`src/rtl/ps2_kb_pkg.sv`:
```
// PS/2 keyboard shared definitions: protocol bytes,
// decoder states and the default ZX Spectrum 8x5 layout.
package ps2_kb_pkg;

  localparam logic [7:0] PS2_E0 = 8'hE0;
  localparam logic [7:0] PS2_E1 = 8'hE1;
  localparam logic [7:0] PS2_F0 = 8'hF0;
  localparam logic [7:0] PS2_AA = 8'hAA;
  localparam logic [7:0] PS2_FA = 8'hFA;
  localparam logic [7:0] PS2_FE = 8'hFE;
  localparam int PAUSE_SKIP = 7;

  typedef enum logic [2:0] {
    DEC_IDLE,
    DEC_EXT,
    DEC_BRK,
    DEC_EXT_BRK,
    DEC_PAUSE
  } dec_state_t;

  typedef struct packed {
    logic       hit;
    logic [2:0] row;
    logic [2:0] col;
  } km_t;

  function automatic km_t km_ent(input int r, input int c);
    km_t k;
    k.hit = 1'b1;
    k.row = 3'(r);
    k.col = 3'(c);
    return k;
  endfunction

  // Bytes that mean "keyboard reset or lost sync": drop every held key.
  function automatic logic is_clear(input logic [7:0] b);
    return b inside {PS2_AA, PS2_FA, PS2_FE, 8'h00, 8'hFF};
  endfunction

  function automatic km_t zx_keymap(input logic [7:0] code);
    km_t k;
    k = '0;
    case (code)
      8'h12: k = km_ent(0, 0);
      8'h1A: k = km_ent(0, 1);
      8'h22: k = km_ent(0, 2);
      8'h21: k = km_ent(0, 3);
      8'h2A: k = km_ent(0, 4);
      8'h1C: k = km_ent(1, 0);
      8'h1B: k = km_ent(1, 1);
      8'h23: k = km_ent(1, 2);
      8'h2B: k = km_ent(1, 3);
      8'h34: k = km_ent(1, 4);
      8'h15: k = km_ent(2, 0);
      8'h1D: k = km_ent(2, 1);
      8'h24: k = km_ent(2, 2);
      8'h2D: k = km_ent(2, 3);
      8'h2C: k = km_ent(2, 4);
      8'h16: k = km_ent(3, 0);
      8'h1E: k = km_ent(3, 1);
      8'h26: k = km_ent(3, 2);
      8'h25: k = km_ent(3, 3);
      8'h2E: k = km_ent(3, 4);
      8'h45: k = km_ent(4, 0);
      8'h46: k = km_ent(4, 1);
      8'h3E: k = km_ent(4, 2);
      8'h3D: k = km_ent(4, 3);
      8'h36: k = km_ent(4, 4);
      8'h4D: k = km_ent(5, 0);
      8'h44: k = km_ent(5, 1);
      8'h43: k = km_ent(5, 2);
      8'h3C: k = km_ent(5, 3);
      8'h35: k = km_ent(5, 4);
      8'h5A: k = km_ent(6, 0);
      8'h4B: k = km_ent(6, 1);
      8'h42: k = km_ent(6, 2);
      8'h3B: k = km_ent(6, 3);
      8'h33: k = km_ent(6, 4);
      8'h29: k = km_ent(7, 0);
      8'h59: k = km_ent(7, 1);
      8'h3A: k = km_ent(7, 2);
      8'h31: k = km_ent(7, 3);
      8'h32: k = km_ent(7, 4);
      default: k = '0;
    endcase
    return k;
  endfunction

endpackage

```
`src/rtl/ps2_matrix_kb_keymap.sv`:
```
// Scancode to {hit,row,col} lookup; replace this
// module to change the keyboard layout.
import ps2_kb_pkg::*;

module kb_keymap (
  input  logic [7:0] i_code,
  output logic       o_hit,
  output logic [2:0] o_row,
  output logic [2:0] o_col
);

  km_t w_km;

  assign w_km  = zx_keymap(i_code);
  assign o_hit = w_km.hit;
  assign o_row = w_km.row;
  assign o_col = w_km.col;

endmodule

```
`src/rtl/ps2_matrix_kb.sv`:
```
// PS/2 receiver, scancode decoder and key matrix
// with Spectrum-style active-low row/column reads.
import ps2_kb_pkg::*;

module ps2_matrix_kb #(
  parameter int NUM_ROWS       = 8,
  parameter int NUM_COLS       = 5,
  parameter int FILTER_LEN     = 8,
  parameter int TIMEOUT_CYCLES = 100000
) (
  input  logic                         clk50m,
  input  logic                         reset_n,
  input  logic                         kbd_clk,
  input  logic                         kbd_data,
  input  logic [NUM_ROWS-1:0]          row_sel,
  output logic [NUM_COLS-1:0]          col_n,
  output logic                         key_event,
  output logic [8:0]                   key_code,
  output logic                         key_release,
  output logic                         frame_err,
  output logic [NUM_ROWS*NUM_COLS-1:0] matrix
);

  localparam int FW = $clog2(FILTER_LEN + 1);
  localparam int TW = $clog2(TIMEOUT_CYCLES + 1);
  localparam int NK = NUM_ROWS * NUM_COLS;

  logic [1:0]    r_kclk_sy;
  logic [1:0]    r_kdat_sy;
  logic [FW-1:0] r_fcnt;
  logic          r_kclk_f;
  logic          r_fall;
  logic          r_fdat;

  always_ff @(posedge clk50m or negedge reset_n) begin
    if (!reset_n) begin
      r_kclk_sy <= '1;
      r_kdat_sy <= '1;
      r_fcnt    <= '0;
      r_kclk_f  <= 1'b1;
      r_fall    <= 1'b0;
      r_fdat    <= 1'b1;
    end else begin
      r_kclk_sy <= {r_kclk_sy[0], kbd_clk};
      r_kdat_sy <= {r_kdat_sy[0], kbd_data};
      r_fall    <= 1'b0;
      if (r_kclk_sy[1] == r_kclk_f) begin
        r_fcnt <= '0;
      end else if (r_fcnt == FW'(FILTER_LEN - 1)) begin
        r_fcnt   <= '0;
        r_kclk_f <= r_kclk_sy[1];
        r_fall   <= r_kclk_f;
        r_fdat   <= r_kdat_sy[1];
      end else begin
        r_fcnt <= r_fcnt + 1'b1;
      end
    end
  end

  logic [3:0]    r_bitcnt;
  logic [7:0]    r_shift;
  logic          r_par;
  logic [TW-1:0] r_tocnt;
  logic          r_stb;
  logic [7:0]    r_byte;
  logic          r_rx_err;

  always_ff @(posedge clk50m or negedge reset_n) begin
    if (!reset_n) begin
      r_bitcnt <= '0;
      r_shift  <= '0;
      r_par    <= 1'b0;
      r_tocnt  <= '0;
      r_stb    <= 1'b0;
      r_byte   <= '0;
      r_rx_err <= 1'b0;
    end else begin
      r_stb    <= 1'b0;
      r_rx_err <= 1'b0;
      if (r_fall) begin
        r_tocnt <= '0;
        unique case (1'b1)
          (r_bitcnt == 4'd0): begin
            if (!r_fdat) r_bitcnt <= 4'd1;
          end
          (r_bitcnt inside {[4'd1:4'd8]}): begin
            r_shift  <= {r_fdat, r_shift[7:1]};
            r_bitcnt <= r_bitcnt + 4'd1;
          end
          (r_bitcnt == 4'd9): begin
            r_par    <= r_fdat;
            r_bitcnt <= 4'd10;
          end
          default: begin
            r_bitcnt <= '0;
            if (r_fdat && ^{r_shift, r_par}) begin
              r_stb  <= 1'b1;
              r_byte <= r_shift;
            end else begin
              r_rx_err <= 1'b1;
            end
          end
        endcase
      end else if (r_bitcnt == 4'd0) begin
        r_tocnt <= '0;
      end else if (r_tocnt == TW'(TIMEOUT_CYCLES - 1)) begin
        r_tocnt  <= '0;
        r_bitcnt <= '0;
        r_rx_err <= 1'b1;
      end else begin
        r_tocnt <= r_tocnt + 1'b1;
      end
    end
  end

  logic       w_hit;
  logic [2:0] w_row;
  logic [2:0] w_col;

  kb_keymap u_keymap (
    .i_code (r_byte),
    .o_hit  (w_hit),
    .o_row  (w_row),
    .o_col  (w_col)
  );

  dec_state_t r_st;
  dec_state_t w_st_nx;
  logic [2:0] r_skip;
  logic [2:0] w_skip_nx;
  logic       w_emit;
  logic       w_ext;
  logic       w_brk;
  logic       w_clr;

  always_ff @(posedge clk50m or negedge reset_n) begin
    if (!reset_n) begin
      r_st   <= DEC_IDLE;
      r_skip <= '0;
    end else begin
      r_st   <= w_st_nx;
      r_skip <= w_skip_nx;
    end
  end

  always_comb begin
    w_st_nx   = r_st;
    w_skip_nx = r_skip;
    w_emit    = 1'b0;
    w_ext     = 1'b0;
    w_brk     = 1'b0;
    w_clr     = 1'b0;
    if (r_stb) begin
      unique case (r_st)
        DEC_IDLE: begin
          unique case (1'b1)
            (r_byte == PS2_E0): w_st_nx = DEC_EXT;
            (r_byte == PS2_F0): w_st_nx = DEC_BRK;
            (r_byte == PS2_E1): begin
              w_st_nx   = DEC_PAUSE;
              w_skip_nx = 3'(PAUSE_SKIP);
            end
            is_clear(r_byte): w_clr = 1'b1;
            default: w_emit = 1'b1;
          endcase
        end
        DEC_EXT: begin
          if (r_byte == PS2_F0) begin
            w_st_nx = DEC_EXT_BRK;
          end else begin
            w_emit  = 1'b1;
            w_ext   = 1'b1;
            w_st_nx = DEC_IDLE;
          end
        end
        DEC_BRK: begin
          w_emit  = 1'b1;
          w_brk   = 1'b1;
          w_st_nx = DEC_IDLE;
        end
        DEC_EXT_BRK: begin
          w_emit  = 1'b1;
          w_ext   = 1'b1;
          w_brk   = 1'b1;
          w_st_nx = DEC_IDLE;
        end
        DEC_PAUSE: begin
          w_skip_nx = r_skip - 3'd1;
          if (r_skip == 3'd1) w_st_nx = DEC_IDLE;
        end
        default: w_st_nx = DEC_IDLE;
      endcase
    end
  end

  logic [NK-1:0] r_matrix;
  logic [NK-1:0] w_mat_nx;

  always_comb begin
    w_mat_nx = r_matrix;
    if (w_clr) begin
      w_mat_nx = '0;
    end else if (w_emit && w_hit) begin
      for (int r = 0; r < NUM_ROWS; r++) begin
        for (int c = 0; c < NUM_COLS; c++) begin
          if (int'(w_row) == r && int'(w_col) == c)
            w_mat_nx[r*NUM_COLS+c] = !w_brk;
        end
      end
    end
  end

  logic       r_key_event;
  logic [8:0] r_key_code;
  logic       r_key_release;

  always_ff @(posedge clk50m or negedge reset_n) begin
    if (!reset_n) begin
      r_matrix      <= '0;
      r_key_event   <= 1'b0;
      r_key_code    <= '0;
      r_key_release <= 1'b0;
    end else begin
      r_matrix    <= w_mat_nx;
      r_key_event <= w_emit;
      if (w_emit) begin
        r_key_code    <= {w_ext, r_byte};
        r_key_release <= w_brk;
      end
    end
  end

  logic [NUM_COLS-1:0] w_col_n;

  always_comb begin
    w_col_n = '1;
    for (int c = 0; c < NUM_COLS; c++) begin
      for (int r = 0; r < NUM_ROWS; r++) begin
        if (!row_sel[r] && r_matrix[r*NUM_COLS+c])
          w_col_n[c] = 1'b0;
      end
    end
  end

  assign col_n       = w_col_n;
  assign matrix      = r_matrix;
  assign key_event   = r_key_event;
  assign key_code    = r_key_code;
  assign key_release = r_key_release;
  assign frame_err   = r_rx_err;

endmodule
```
`config.mk`:
```
export PLATFORM = sky130hd
export DESIGN_NAME = ps2_matrix_kb
export DESIGN_NICKNAME = d
export VERILOG_FILES = /design/src/rtl/ps2_kb_pkg.sv /design/src/rtl/ps2_matrix_kb_keymap.sv /design/src/rtl/ps2_matrix_kb.sv
export SDC_FILE = /design/constraint.sdc
export NUM_CORES = 1
export LEC_CHECK = 0
export BUFFER_PORTS_ARGS = -buffer_cell sky130_fd_sc_hd__buf_4
export CELL_PAD_IN_SITES_DETAIL_PLACEMENT = 1
export CELL_PAD_IN_SITES_GLOBAL_PLACEMENT = 1
export CORE_UTILIZATION = 40
export CTS_CLUSTER_SIZE = 40
export DETAILED_ROUTE_END_ITERATION = 10
export GPL_TIMING_DRIVEN = 0
export PLACE_DENSITY = 0.76
export SYNTH_ARGS = -nofsm -noshare
export SYNTH_HDL_FRONTEND = slang
export SYNTH_SLANG_ARGS = --single-unit
```
`constraint.sdc`:
```
create_clock -name clk50m -period 5 [get_ports clk50m]
set_input_delay 0.75 -clock clk50m [delete_from_list [all_inputs] [get_ports clk50m]]
set_output_delay 0.75 -clock clk50m [all_outputs]
set_load 0.05 [all_outputs]
```
==> impl_results.md <==
* Post-synthesis cell area at ~6300 µm²
* Antenna violations before repair at 0
* Filler cell count at 1739
* Path type of the worst setup path: register to register
* Starting density of the core at between 40% and 50%
* Async SR Flop Fraction at 100%
* Site row count at 45
* Type of the most critical hold path: primary input to asynchronous set/reset pin
* Top cell type's share of synthesized area at approximately two fifths
* Fmax at between 200 and 300 MHz
* Nature of the critical path startpoint: register
* Clock Latency Late Sink at about 360 ps
* Share of layout cells above drive strength 1 at 19.7%
* Maximum number of pins on one net before global-route repair at roughly 110
* Buffering stage count on the worst path with inverters included at 2
* Period minus WS final at around 3400 ps
* Final HPWL DP at 13300 µm
* Area added between synthesis and finish at 17.6%
* Area used by multi-input combinational logic at 3120 µm²
* Wire length of the first global-routing pass at about 30000 µm
* Cell Chain, Critical Path: inv_1 > ha_1 > inv_1 > mux4_2 > o211ai_2 > nand3b_2 > nor3_1 > and3_1 > mux2i_1
* Portion of the post-synthesis area used by sequential elements at 43.3%
* Outcome: complete, no violations
* PostCTS Resize Cnt at 0
* Average routed wire per standard cell at between 15 and 20 µm
* Category of cells accounting for the largest share of critical-path delay: simple AND/OR/NAND/NOR gates
* Cell at the root of the clock tree: clkbuf_16
* DRC violation total after the first TritonRoute iteration at 339
* Number of buffers added for setup after CTS at 0
* Aggregate negative setup slack at 0 ps
* Static leakage at between 3 and 4 nW
* Total power per unit cell area at approximately 230 nW/µm²
* Detailed-route wire length at around 18000 µm
* Leading register cell type out of synthesis: dfrtp_1
* Switch Pwr at 0.396 mW
* Clock Power Share at 42.2%
* Register area at roughly 2700 µm²
* Overall power consumption at approximately 1.7 mW
* Slew at the pin closest to its max-slew limit at 940 ps
* CTS hold repair buffers at 0
* Weighted congestion reported at the end of routability-driven placement at approximately 0.93
* Net count reported at finish at 767
* Number of search-and-repair iterations in the first detailed-routing pass at 5
* Fraction of the cycle the final worst path needs at between 60 and 70%
* Crit path arrival time at around 3700 ps
* Number of sinks handled by clock tree synthesis at between 100 and 150
* Die W at roughly 130 µm
* Global router's overall resource usage at 23.4%
* Register bit count reported by yosys at 108
* Combinational Power Share at 4.5%
* Area leader, netlist: dfrtp_1
* Area contributors post-synth: dfrtp_1 41%, mux2i_1 5.3%, mux2_2 4.1%
* Number of CTS-inserted buffers at 9
* Delay of the slowest critical-path stage at about 700 ps
* Clock tree from TritonCTS: built
* Via count at approximately 5400
* Max IR drop VDD at around 0.26 mV
* Congestion Overflow GR at 0
* Clk slew on worst S/H paths at approximately 70 ps
* Final-report max-slew violation count at 0
* DRC violations left at 0
* Number of synthesized flops with an enable pin at 0
* Diodes inserted at 0
* Post-synth cell types at 70
* Number of buffers between clock root and the deepest sink at 2
* Mean instance size in the synthesized netlist at between 9 and 10 µm²
* Proportion of total power due to net switching at 23.2%
* Kind of capture point of the worst setup path: register
* H-tree levels at 3
* Required time at the worst-slack endpoint at 5280 ps
* Slew HR at 36.4%
* Post-Synthesis Cells at ~660
* Setup repair after global routing missed its margin: no
* CP max-delay cell: nor3_1
* Fraction of power consumed by sequential logic at a little over half
* Vias in the first global route at roughly 5700
* Worst clock skew on the final layout at between 7 and 8 ps
* Number of nets in the synthesized netlist at around 690
* Final setup violation count at 0
* Warning count from the yosys run at 0
* Final Hold Fails at 0
* Max Cap Viol at 0
* Area inside the core boundary at around 15000 µm²
* Overall die area at about 16000 µm²
* Die H at between 100 and 150 µm
* P_int at between 1 and 1.5 mW
* Detail-routed via count per cell at 5.66
* Count of input and output buffers at between 60 and 70
* Max FO, Critical Path at 7
* Number of routed nets with antenna violations at 0
* Most frequent cell on the critical path: inv_1
* Top Ports at 69
## kinds of logic after synthesis
logic type,Yosys count,share of synthesized area [%]
compound gates,126,14.3
flops,108,43.3
fa+ha+maj,14,2.80
xor+xnor,23,3.22
mux,57,9.77
simple gates,235,19.8
buf+inv,98,6.85
## registers in the layout, summed over array words and instances, names as in the netlist
name,flops
matrix,40
r_kclk_f,1
r_shift,8
r_bitcnt,4
r_tocnt,17
key_code,9
frame_err,1
r_st,3
r_skip,3
key_release,1
r_kdat_sy,2
r_fcnt,4
key_event,1
r_fdat,1
r_stb,1
r_par,1
r_fall,1
r_kclk_sy,2
r_byte,8
## metal layers
layer  vias to the layer above  track usage (%)  wire [µm]
met5                         -                0          0
met4                         0             7.07        269
met3                        26             4.56        790
met2                       131             40.6       9010
met1                      2742             29.4       7910
li1                       2515                -          -
## cell type report
class | instances | area share (%)
repair buffers | 69 | 7.35
well taps | 211 | 3.58
clock buffers | 9 | 3.06
clock inverters | 7 | 0.985
flip-flops and latches | 108 | 36.8
multi-input cells | 455 | 42.4
inverters | 57 | 2.94
plain buffers | 41 | 2.89
## cell usage in the layout, fill, tap and decap left out, types with 5 or more instances in the layout
master     synthesis  final
buf_2             11     11
o211ai_1           5      5
clkbuf_1          23     23
o311ai_0           8      8
xor2_1            13     13
o21ai_0           17     17
nand3b_1           6      6
o311ai_1           8      8
nor4_1            12     12
nand2b_1          13     13
a21oi_1           18     18
buf_4              2     69
clkbuf_16          0      9
buf_6              5      6
ha_1              14     14
o41ai_1           15     15
nor3_1            15     15
mux2i_1           33     33
nand3_1           29     29
and3_1             7      7
o22ai_1           22     22
xnor2_1           10     10
dfrtp_1          102    102
mux2_2            23     23
dfstp_2            6      6
nand2_1           65     65
nor2b_1           11     11
nor2_1            41     41
inv_1             55     55
## worst paths after layout
kind                       slack [ps]                     end              startpoint  cells after the start
max reg2reg                      1560  matrix[20]$_DFFE_PN0P_   r_byte[0]$_DFFE_PN0P_                      9
min reg2reg                       360  r_kdat_sy[1]$_DFF_PN1_  r_kdat_sy[0]$_DFF_PN1_                      0
min in group clk50m               360  r_kdat_sy[1]$_DFF_PN1_  r_kdat_sy[0]$_DFF_PN1_                      0
max                              1560  matrix[20]$_DFFE_PN0P_   r_byte[0]$_DFFE_PN0P_                      9
min                               270     key_event$_DFF_PN0_                 reset_n                      1
max in group asynchronous        4010  r_kdat_sy[1]$_DFF_PN1_                 reset_n                      2
## metrics by stage
| step | setup slack [ps] | hold WS (ps) | std cells | instance area (µm²) | util, % |
|---|---|---|---|---|---|
| 4_1_cts | 1570 | 359 | 956 | 7340 | 48.1 |
| 5_1_grt | 1370 | 277 | 957 | 7370 | 48.3 |
| 2_1_floorplan | 1870 | 345 | 661 | 6260 | - |
| 3_5_place_dp | 1610 | 348 | 940 | 7040 | 46.1 |
| 3_3_place_gp | 1730 | 347 | 940 | 7040 | 46.1 |
| 6_report | 1560 | 267 | 957 | 7370 | 48.3 |
## worst reg2reg max path, stage by stage (launching register included)
cell and delay, ps:
dfrtp_1 460, inv_1 210, ha_1 450, inv_1 90, mux4_2 490, o211ai_2 280, nand3b_2 170, nor3_1 700
and3_1 300, mux2i_1 210
## cell usage after synthesis, types with 10 or more instances
| cell | number |
|---|---|
| a21oi_1 | 18 |
| buf_2 | 11 |
| clkbuf_1 | 23 |
| dfrtp_1 | 102 |
| ha_1 | 14 |
| inv_1 | 55 |
| mux2_2 | 23 |
| mux2i_1 | 33 |
| nand2_1 | 65 |
| nand2b_1 | 13 |
| nand3_1 | 29 |
| nor2_1 | 41 |
| nor2b_1 | 11 |
| nor3_1 | 15 |
| nor4_1 | 12 |
| o21ai_0 | 17 |
| o22ai_1 | 22 |
| o41ai_1 | 15 |
| xnor2_1 | 10 |
| xor2_1 | 13 |
## power by group through the flow
stage / sequential, mW / clock [mW] / combinational [mW]
floorplan: 0.924 / 0 / 0.0354
global route: 0.915 / 0.778 / 0.0871
finish: 0.913 / 0.723 / 0.0766
global placement: 0.927 / 0 / 0.0695
CTS: 0.913 / 0.746 / 0.0768
detailed placement: 0.930 / 0 / 0.0765
Power figures use the tool's default switching activity.
